==> src/rtl/result_stream_pkg.sv <==
// Shared constants and helpers for the result stream consumer.
package result_stream_pkg;

    // Config address of the row length register (mirrors cfg_parameters.vh).
    localparam int unsigned CFG_RESULT = 6;

    // Width of the row length field and of the per-row result counter.
    localparam int unsigned ROW_LEN_W = 16;

    // Bits needed to count 0..n-1, never narrower than one bit.
    function automatic int unsigned cnt_width(input int unsigned n);
        return (n > 1) ? $clog2(n) : 1;
    endfunction

endpackage

==> src/rtl/result_stream.sv <==
// Accepts result vectors into a two-slot buffer and serializes them as STR_WIDTH words,
// flagging the final word of each configured output row.
module result_stream
    import result_stream_pkg::*;
#(
    parameter int unsigned CFG_DWIDTH = 32,
    parameter int unsigned CFG_AWIDTH = 5,
    parameter int unsigned DEPTH_NB   = 16,
    parameter int unsigned IMG_WIDTH  = 16,
    parameter int unsigned STR_WIDTH  = 64
) (
    input  logic                          clk,
    input  logic                          rst,
    input  logic [CFG_DWIDTH-1:0]         cfg_data,
    input  logic [CFG_AWIDTH-1:0]         cfg_addr,
    input  logic                          cfg_valid,
    input  logic [DEPTH_NB*IMG_WIDTH-1:0] result_bus,
    input  logic                          result_val,
    output logic                          result_rdy,
    output logic [STR_WIDTH-1:0]          str_data,
    output logic                          str_last,
    output logic                          str_val,
    input  logic                          str_rdy
);

    localparam int unsigned VEC_W = DEPTH_NB * IMG_WIDTH;
    localparam int unsigned WORDS = VEC_W / STR_WIDTH;
    localparam int unsigned WCW   = cnt_width(WORDS);
    localparam logic [WCW-1:0] LAST_WORD = WCW'(WORDS - 1);

    logic [VEC_W-1:0]     slot_q [2];
    logic                 wr_ptr_q, wr_ptr_d;
    logic                 rd_ptr_q, rd_ptr_d;
    logic [1:0]           count_q, count_d;
    logic [WCW-1:0]       word_cnt_q, word_cnt_d;
    logic [ROW_LEN_W-1:0] res_cnt_q, res_cnt_d;
    logic [ROW_LEN_W-1:0] row_len_q, row_len_d;
    logic [ROW_LEN_W-1:0] row_last;
    logic [STR_WIDTH-1:0] str_data_q, str_data_d;
    logic                 str_last_q, str_last_d;
    logic                 str_val_q, str_val_d;
    logic [STR_WIDTH-1:0] cur_word;
    logic                 cfg_hit, accept, stage_load, slot_release, row_close;
    logic                 unused_cfg_bits;

    // Upper config bits carry other fields of the shared register map.
    assign unused_cfg_bits = ^cfg_data[CFG_DWIDTH-1:ROW_LEN_W];

    assign result_rdy = ~rst & (count_q != 2'd2);
    assign accept     = result_val & result_rdy;
    assign stage_load = ~str_val_q | str_rdy;
    assign cfg_hit    = cfg_valid & (cfg_addr == CFG_AWIDTH'(CFG_RESULT));
    assign row_len_d  = cfg_hit ? cfg_data[ROW_LEN_W-1:0] : row_len_q;

    // A row length of 0 is treated as 1; >= lets a shrunken row_len close the row at once.
    assign row_last  = (row_len_q == '0) ? '0 : row_len_q - ROW_LEN_W'(1);
    assign row_close = (res_cnt_q >= row_last);

    assign cur_word = slot_q[rd_ptr_q][32'(word_cnt_q) * STR_WIDTH +: STR_WIDTH];

    assign str_data = str_data_q;
    assign str_last = str_last_q;
    assign str_val  = str_val_q;

    // Next state for the buffer pointers, counters and output stage.
    always_comb begin
        wr_ptr_d     = wr_ptr_q;
        rd_ptr_d     = rd_ptr_q;
        count_d      = count_q;
        word_cnt_d   = word_cnt_q;
        res_cnt_d    = res_cnt_q;
        str_data_d   = str_data_q;
        str_last_d   = str_last_q;
        str_val_d    = str_val_q;
        slot_release = 1'b0;

        if (stage_load) begin
            str_val_d  = (count_q != 2'd0);
            str_last_d = 1'b0;
            if (count_q != 2'd0) begin
                str_data_d = cur_word;
                if (word_cnt_q == LAST_WORD) begin
                    slot_release = 1'b1;
                    rd_ptr_d     = ~rd_ptr_q;
                    word_cnt_d   = '0;
                    str_last_d   = row_close;
                    res_cnt_d    = row_close ? '0 : res_cnt_q + ROW_LEN_W'(1);
                end else begin
                    word_cnt_d = word_cnt_q + WCW'(1);
                end
            end
        end

        if (accept) begin
            wr_ptr_d = ~wr_ptr_q;
        end

        unique case ({accept, slot_release})
            2'b10:   count_d = count_q + 2'd1;
            2'b01:   count_d = count_q - 2'd1;
            default: count_d = count_q;
        endcase
    end

    // Control state with synchronous reset; str_data is left unreset.
    always_ff @(posedge clk) begin
        str_data_q <= str_data_d;
        if (rst) begin
            wr_ptr_q   <= 1'b0;
            rd_ptr_q   <= 1'b0;
            count_q    <= 2'd0;
            word_cnt_q <= '0;
            res_cnt_q  <= '0;
            row_len_q  <= ROW_LEN_W'(1);
            str_last_q <= 1'b0;
            str_val_q  <= 1'b0;
        end else begin
            wr_ptr_q   <= wr_ptr_d;
            rd_ptr_q   <= rd_ptr_d;
            count_q    <= count_d;
            word_cnt_q <= word_cnt_d;
            res_cnt_q  <= res_cnt_d;
            row_len_q  <= row_len_d;
            str_last_q <= str_last_d;
            str_val_q  <= str_val_d;
        end
    end

    // Slot storage needs no reset; occupancy is tracked by count_q.
    always_ff @(posedge clk) begin
        if (accept) begin
            slot_q[wr_ptr_q] <= result_bus;
        end
    end

    // Occupancy bound, no accept into a full buffer, and a stalled output holds.
    a_count_max: assert property (@(posedge clk) disable iff (rst) count_q <= 2'd2);
    a_no_full_accept: assert property (@(posedge clk) disable iff (rst)
        !(accept && (count_q == 2'd2)));
    a_stall_stable: assert property (@(posedge clk) disable iff (rst)
        (str_val_q && !str_rdy) |=> (str_val_q && $stable(str_data_q) && $stable(str_last_q)));

endmodule

==> config.mk <==
export PLATFORM = sky130hd
export DESIGN_NAME = result_stream
export DESIGN_NICKNAME = d
export VERILOG_FILES = /design/src/rtl/result_stream_pkg.sv /design/src/rtl/result_stream.sv
export SDC_FILE = /design/constraint.sdc
export NUM_CORES = 1
export LEC_CHECK = 0
export BUFFER_PORTS_ARGS = -buffer_cell sky130_fd_sc_hd__buf_4
export CORE_UTILIZATION = 26
export DETAILED_ROUTE_END_ITERATION = 6
export PLACE_DENSITY = 0.48
export SLEW_MARGIN = 25
export SYNTH_ARGS = -nofsm -noshare
export SYNTH_HDL_FRONTEND = slang
export SYNTH_SLANG_ARGS = --single-unit
==> constraint.sdc <==
create_clock -name clk -period 32.6 [get_ports clk]
set_input_delay 4.89 -clock clk [delete_from_list [all_inputs] [get_ports clk]]
set_output_delay 4.89 -clock clk [all_outputs]
set_load 0.01 [all_outputs]
**Yosys cells after proc, flatten, opt, wreduce, memory -nomap -nowiden**

Memory sizes are Yosys's and may differ from the RTL's. A register that Yosys moved wholly into a read port is not among the register bits.
Cells that the tools add are included.

- Memories: 1
- Output and inout bits: 67
- RAM bits: 512
- Flip-flop bits (word level): 104
- Word-level logic and storage cells: 48

- Shift-type cells: 1
- Bitwise gates (word level): 8
- $add $sub $neg: 5
- Equal/unequal tests: 5
- Reduce and logical (&&, ||, !) cells: 5
- $lt $le $gt $ge: 1
- Multiplexer cells: 13

Memories:

| memory | words | width | read ports | clocked after memory_dff | write ports | RTL line | source |
|---|---|---|---|---|---|---|---|
| slot_q | 2 | 256 | 1 | 1 | 1 | result_stream.sv:31 | `logic [VEC_W-1:0] slot_q [2];` |

Operators by type and width:

| kind | number |
|---|---|
| $shiftx 256x9->64 | 1 |
| $mux 16 | 2 |
| $add 16x1->16 const B | 1 |
| $ge 16x16->1 | 1 |
| $logic_not 16->1 | 1 |
| $sub 16x1->16 const B | 1 |
| $mux 1 | 9 |
| $eq 5x3->1 const B | 1 |
| $add 2x1->2 const B | 2 |
| $eq 2x2->1 const B | 2 |
| $not 1->1 | 4 |
| $pmux 2 s2 | 1 |
| $reduce_bool 2->1 | 2 |
| $and 1x1->1 | 3 |
| $reduce_and 3->1 | 1 |
| $eq 2x1->1 const B | 1 |
| $mux 2 | 1 |
| $ne 2x2->1 const B | 1 |
| $reduce_and 2->1 | 1 |
| $sub 2x1->2 const B | 1 |
| $or 1x1->1 | 1 |

**Depth between registers and ports, before layout**

Gate-level depths: netlist of the first run.

- Depth after elaboration: 6
- Gate-level depth with buffers: 14
- Depth with buffers taken out: 12

**Least setup slack after synthesis of the first run**

OpenSTA, ideal clock, no wires.

- Path kind: in2reg
- Start: input port rst
- End: memory slot_q[0][0] in the netlist's numbering, enable pin
- Library setup time: 0.878 ns
- Stages: 4
- Path slack: 15.594 ns
- Data required time: 31.722 ns
- Arrival: 16.128 ns
- Cell sequence: clkbuf_1 a21oi_1 nand2_1 nor2_1

- Word-level cells in the longest chain between the ends: 5

RTL lines:

| item | RTL line | source |
|---|---|---|
| from (decl) | result_stream.sv:13 | `input logic rst,` |
| $not 1->1 | result_stream.sv:49 | `assign result_rdy = ~rst & (count_q != 2'd2);` |
| $and 1x1->1 | result_stream.sv:49 |  |
| via result_rdy | result_stream.sv:19 | `output logic result_rdy,` |
| $and 1x1->1 | result_stream.sv:50 | `assign accept = result_val & result_rdy;` |
| $mux 1 | result_stream.sv:131 | `if (accept) begin` |
| $mux 1 (implied by the code) | result_stream.sv:132 | `slot_q[wr_ptr_q] <= result_bus;` |
| to (decl) | result_stream.sv:31 |  |

The timed path passes the listed nets, and every way through them passes these cells.

**Final worst setup path of the first run**

- Start: input port rst
- End: output port result_rdy

- Word-level cells in the longest chain between the ends: 2

RTL lines:

| item | RTL line |
|---|---|
| $not 1->1 | result_stream.sv:49 |
| $and 1x1->1 | result_stream.sv:49 |
| to (decl) | result_stream.sv:19 |

No other way between the ends.

==> run summary, run 1 <==
==============================================================================
Total routing usage reported by global routing                           0.118
Unrepaired setup endpoints after global routing                             no
CP endpoint kind                                                    output pin
CP startpoint kind                                                   input pin
Gate count of the mapped netlist                                         1,086
Buffer cell driving the clock tree root                           sky130_fd_sc_hd__clkbuf_16
Die Footprint                                                       0.0913 mm²
Number of flip-flops and latches in the synthesized netlist                617
Unique cell type count in the Yosys netlist                                 45
Synth Cell Area                                                     0.0234 mm²
Clk slew on worst S/H paths                                            0.06 ns
Commonest non-fill, non-tap cell in the layout                    sky130_fd_sc_hd__edfxtp_1
Routed vias/inst                                                          4.29
DP Wirelength                                                          33.7 mm
Max-slew violation count                                                     0
Routed via count                                                        11,600
CP max FO                                                                   30
Wire length of the first global-routing pass                           79.3 mm
Data arrival time of the worst path                                    5.60 ns
Number of failing setup endpoints in the final timing report                 0
Period utilization                                                       0.322
# Post-CTS Setup Buffers                                                     0
Kind of critical path                                                   in2out
Number of non-filler instances in the completed layout                   2,701
Quantity of hold-fixing buffers added after cts                              0
Initial standard-cell utilization of the core                            0.264
Deepest level of the CTS H-tree                                              3
Post-synthesis async set-or-reset flop share                                 0
Maximum buffer depth of the clock tree                                       3
Sum of met2 wire segment lengths after detailed routing                26.6 mm
Routability Congestion                                                   0.740
Number of sinks on the clock net                                           617
Average cell area after synthesis                                     21.6 µm²
Routed length on met3                                                  4.36 mm
Final hold viol count                                                        0
Final min period                                                      10.49 ns
Die width                                                               302 µm
Fillers                                                                  8,419
TritonCTS buffer count                                                      72
Number of top-level pins                                                   365
Total iterations of the first detailed-routing run                           4
Share of post-route cells with drive strength above 1                    0.436
Cell total after placement                                               2,571
Buffers on Ports                                                           348
Core region area                                                    0.0888 mm²
Leakage power                                                          10.1 nW
Tightest Hold Check Type                                               reg2reg
Die height                                                              302 µm
Insertion delay of the later-clocked pin in the worst-skew pair        0.62 ns
Remaining DRCs                                                               0
Via count of the first global-routing pass                              12,900
Max-cap violations                                                           0
Routed wire length per instance                                        20.0 µm
Measured slew at the worst slew-check pin                             0.984 ns
Highest clock frequency the design can meet                           95.3 MHz
Wire length after detailed routing                                     54.1 mm
Ys flop type                                                      sky130_fd_sc_hd__edfxtp_1
Congestion Overflow GR                                                       0
Sequential Area                                                     0.0181 mm²
Synth Warn #                                                                 0
Result of the run                                                 complete, no violations
Clock tree from TritonCTS                                                  yes
Detailed-route wire length on metal 1                                  21.7 mm
Final net count                                                          1,800
Largest net degree at the start of global routing                          133
Synth-to-layout area growth                                              27.3%
Clock Skews                                                          0.0148 ns
Count of standard-cell rows                                                109
Final Worst Setup Slack                                               22.11 ns
DRC violation total after the first TritonRoute iteration                  617
Most frequent cells in the layout                                 sky130_fd_sc_hd__edfxtp_1 (576), sky130_fd_sc_hd__buf_4 (361), sky130_fd_sc_hd__mux4_2 (128)
Total area of multi-input combinational cells                      0.00512 mm²
Power Density                                                      61.3 mW/mm²
Max-slew headroom at the worst pin                                       0.344
Max Used Layer                                                            met5
Synth Net Count                                                          1,405
Required time of the critical path                                    27.71 ns
Post-placement worst setup slack                                      22.11 ns
Resize count post-CTS                                                        0
Setup Total Neg Slack                                                     0 ns
Antenna violations before repair                                             9
Post-synthesis sequential area ratio                                     0.773
Number of nets still failing antenna checks after routing                    0
Count of flip-flops with a built-in enable after synthesis                 576
Peak supply drop                                                       39.2 µV
==============================================================================
## sequential cells by signal, indices dropped and copies added (netlist names), 2 cells and up, named ones only
| register | flops |
|---|---|
| count_q | 2 |
| res_cnt_q | 16 |
| row_len_q | 16 |
| slot_q | 512 |
| str_data | 64 |
| word_cnt_q | 2 |
## per-stage QoR
step	cell area, µm²	power [mW]	hold slack, ns	utilization
2_1_floorplan	23400	0.996	0.473	-
3_3_place_gp	27500	1.05	0.492	0.309
3_5_place_dp	27500	1.05	0.496	0.309
4_1_cts	29800	1.86	0.504	0.336
5_1_grt	29800	1.90	0.549	0.336
6_report	29800	1.83	0.495	0.336
## final timing paths
check | start | endpoint | slack, ns | depth (start not counted)
worst min-delay path | str_last | str_last | 0.50 | 2
worst max register to register | count_q[0] | slot_q[0][28] | 28.92 | 6
worst max-delay path | rst | result_rdy | 22.11 | 3
worst min register to register | str_last | str_last | 0.50 | 2
## kinds of logic after synthesis
kind of cell | count (synthesis) | synth area share
buffers and inverters | 50 | 0.00886
muxes | 209 | 0.161
AOI/OAI and AO/OA | 29 | 0.00753
xor gates and xnor gates | 27 | 0.0101
DFF | 617 | 0.773
adders and majority gates | 21 | 0.0112
and+or+nand+nor | 133 | 0.0280
## routing by layer
layer / vias up / track usage
li1: 5256 / -
met5: - / 0
met2: 310 / 0.194
met3: 107 / 0.0469
met4: 16 / 0.0387
met1: 5911 / 0.140
## worst max-delay path, stage by stage
cell,delay [ns]
sky130_fd_sc_hd__buf_4,0.22
sky130_fd_sc_hd__a21oi_1,0.30
sky130_fd_sc_hd__buf_4,0.19
## cells in the mapped netlist, types with 10 or more instances
| cell type | number | area [µm²] |
|---|---|---|
| sky130_fd_sc_hd__nand2_1 | 28 | 105 |
| sky130_fd_sc_hd__mux2_2 | 64 | 721 |
| sky130_fd_sc_hd__nor2_1 | 52 | 195 |
| sky130_fd_sc_hd__mux2i_1 | 17 | 170 |
| sky130_fd_sc_hd__edfxtp_1 | 576 | 17300 |
| sky130_fd_sc_hd__a21oi_1 | 13 | 65.1 |
| sky130_fd_sc_hd__ha_1 | 21 | 263 |
| sky130_fd_sc_hd__xnor2_1 | 10 | 87.6 |
| sky130_fd_sc_hd__xor2_1 | 17 | 149 |
| sky130_fd_sc_hd__nand4_1 | 10 | 62.6 |
| sky130_fd_sc_hd__mux4_2 | 128 | 2880 |
| sky130_fd_sc_hd__buf_1 | 11 | 41.3 |
| sky130_fd_sc_hd__clkbuf_1 | 21 | 78.8 |
| sky130_fd_sc_hd__buf_2 | 10 | 50.1 |
| sky130_fd_sc_hd__dfxtp_1 | 41 | 821 |
## area by class of cell
| type | count | area share |
|---|---|---|
| tap | 1165 | 0.0489 |
| antenna | 1 | 0.0000839 |
| clock inverter | 39 | 0.0145 |
| timing repair buffer | 364 | 0.0923 |
| sequential | 617 | 0.608 |
| inverter | 7 | 0.000881 |
| multi-input combinational | 419 | 0.172 |
| clock buffer | 89 | 0.0640 |
## power breakdown
part           total [mW]  leakage [nW]  switching (mW)  internal (mW)
registers           0.917          5.63          0.0107          0.906
clock network       0.796          1.12           0.322          0.474
logic               0.118          3.37          0.0563         0.0613
total                1.83          10.1           0.389           1.44
Note: power is estimated with default switching activity, not from simulation.
==> inputs of run 2 (changes only) <==
--- a/config.mk
+++ b/config.mk
@@ -8,7 +8,7 @@
 export BUFFER_PORTS_ARGS = -buffer_cell sky130_fd_sc_hd__buf_4
 export CORE_UTILIZATION = 26
 export DETAILED_ROUTE_END_ITERATION = 6
-export PLACE_DENSITY = 0.48
+export PLACE_DENSITY = 0.49
 export SLEW_MARGIN = 25
 export SYNTH_ARGS = -nofsm -noshare
 export SYNTH_HDL_FRONTEND = slang
==> constraint.sdc (replaced) <==
create_clock -name clk -period 8.6 [get_ports clk]
set_input_delay 1.29 -clock clk [delete_from_list [all_inputs] [get_ports clk]]
set_output_delay 1.29 -clock clk [all_outputs]
set_load 0.01 [all_outputs]
==> run summary, run 2 (synthesis results as in run 1) <==
==============================================================================
CP max FO                                                                   15
Final min period                                                       3.80 ns
CP endpoint kind                                                     flip-flop
Clock tree from TritonCTS                                                  yes
Antenna violations before repair                                             9
Initial standard-cell utilization of the core                            0.264
Final instance area                                                 0.0298 mm²
Cell mode on critical path                                        sky130_fd_sc_hd__or3_4
Remaining DRCs                                                               0
Commonest non-fill, non-tap cell in the layout                    sky130_fd_sc_hd__edfxtp_1
Total iterations of the first detailed-routing run                           5
Count of standard-cell rows                                                109
Period utilization                                                       0.441
Sequential Area                                                     0.0181 mm²
Slowest library cell on the worst path                            sky130_fd_sc_hd__a31oi_2
Maximum buffer depth of the clock tree                                       3
Share of post-route cells with drive strength above 1                    0.430
Synth-to-layout area growth                                              27.0%
Number of top-level pins                                                   365
Power Density                                                       232 mW/mm²
DRC violation total after the first TritonRoute iteration                  559
Die Footprint                                                       0.0913 mm²
Wire length after detailed routing                                     54.0 mm
Final net count                                                          1,795
CP startpoint kind                                                   flip-flop
Largest net degree at the start of global routing                          143
DP Wirelength                                                          33.1 mm
Measured slew at the worst slew-check pin                              1.17 ns
Quantity of hold-fixing buffers added after cts                              0
Buffers on Ports                                                           348
Max-slew headroom at the worst pin                                       0.221
Total area of multi-input combinational cells                      0.00513 mm²
Buffer cell driving the clock tree root                           sky130_fd_sc_hd__clkbuf_16
Leakage power                                                          10.1 nW
Final hold viol count                                                        0
Peak supply drop                                                        213 µV
Critical path cell sequence                                       or4_4 > or3_4 > or3_4 > nor4bb_1 > a21oi_1 > ha_1 > nand4_1 > nor3_1 > o2111ai_1 > a31oi_2 > nor2_1
Dpl cell area                                                       0.0275 mm²
Core region area                                                    0.0888 mm²
Tightest Hold Check Type                                               reg2reg
Unrepaired setup endpoints after global routing                             no
Largest stage delay on the critical path                               0.67 ns
Routed via count                                                        11,500
Kind of critical path                                                  reg2reg
Die width                                                               302 µm
Most frequent cells in the layout                                 sky130_fd_sc_hd__edfxtp_1 (576), sky130_fd_sc_hd__buf_4 (357), sky130_fd_sc_hd__mux4_2 (128)
Number of failing setup endpoints in the final timing report                 0
Routed wire length per instance                                        20.0 µm
Max-slew violation count                                                     0
Deepest level of the CTS H-tree                                              3
Max FFs per register                                                       512
Number of nets still failing antenna checks after routing                    0
Cell total after placement                                               2,568
Wire length of the first global-routing pass                           79.3 mm
TritonCTS buffer count                                                      71
Setup Total Neg Slack                                                     0 ns
Resize count post-CTS                                                        0
Clk slew on worst S/H paths                                            0.05 ns
# Post-CTS Setup Buffers                                                     0
Routed vias/inst                                                          4.27
Via count of the first global-routing pass                              12,700
Fillers                                                                  8,428
Power after layout                                                     6.89 mW
Count of cells along the worst hold path                                     2
Data arrival time of the worst path                                    4.25 ns
Required time of the critical path                                     9.05 ns
Number of stages on the worst setup path                                    11
Total routing usage reported by global routing                           0.118
Count of buffer and inverter cells on the critical path                      0
Family with the most delay on the worst path                      simple AND/OR/NAND/NOR gates
Number of non-filler instances in the completed layout                   2,698
Max-cap violations                                                           0
Die height                                                              302 µm
Routability Congestion                                                   0.739
R2R depth                                                                   11
Result of the run                                                 complete, no violations
Number of sinks on the clock net                                           617
Highest clock frequency the design can meet                            263 MHz
Biggest register                                                        slot_q
Clock Skews                                                          0.0155 ns
Insertion delay of the later-clocked pin in the worst-skew pair        0.61 ns
Congestion Overflow GR                                                       0
==============================================================================
-- run 2: report_power, final --
part,switching (mW),internal [mW]
clock network,1.21,1.76
logic,0.212,0.231
registers,0.0424,3.43
-- run 2: worst min-delay path, stage by stage, from the launching register on --
cell	delay, ns
sky130_fd_sc_hd__dfxtp_1	0.31
sky130_fd_sc_hd__nand3b_1	0.08
sky130_fd_sc_hd__o31ai_1	0.06
-- run 2: worst paths after layout --
| check | start | end | slack (ns) |
|---|---|---|---|
| worst max-delay path | row_len_q[6] | res_cnt_q[13] | 4.80 |
| worst min-delay path | str_last | str_last | 0.50 |
| worst max register to register | row_len_q[6] | res_cnt_q[13] | 4.80 |
| worst min register to register | str_last | str_last | 0.50 |
-- run 2: metrics by stage --
stage | util | hold WS (ns) | setup slack, ns
finish | 0.335 | 0.499 | 4.80
global route | 0.335 | 0.538 | 4.48
CTS | 0.335 | 0.498 | 4.81
detailed placement | 0.309 | 0.490 | 4.51
global placement | 0.309 | 0.489 | 4.44
floorplan | - | 0.473 | 0.258
-- run 2: cell type report --
type                    count  share of cell area
well taps                1165              0.0490
multi-input cells         419               0.172
clock inverters            36              0.0133
inverters                   7            0.000883
repair buffers            360              0.0918
diodes                      1           0.0000841
clock buffers              93              0.0632
flip-flops and latches    617               0.609
-- run 2: per-layer routing --
layer / share of wire / GRT usage / routed length (µm) / up-vias
li1: - / - / - / 5254
met1: 0.39 / 0.137 / 21200 / 5856
met2: 0.50 / 0.198 / 26900 / 287
met3: 0.082 / 0.0450 / 4430 / 103
met4: 0.026 / 0.0405 / 1390 / 18
met5: 0.0021 / 0 / 114 / -
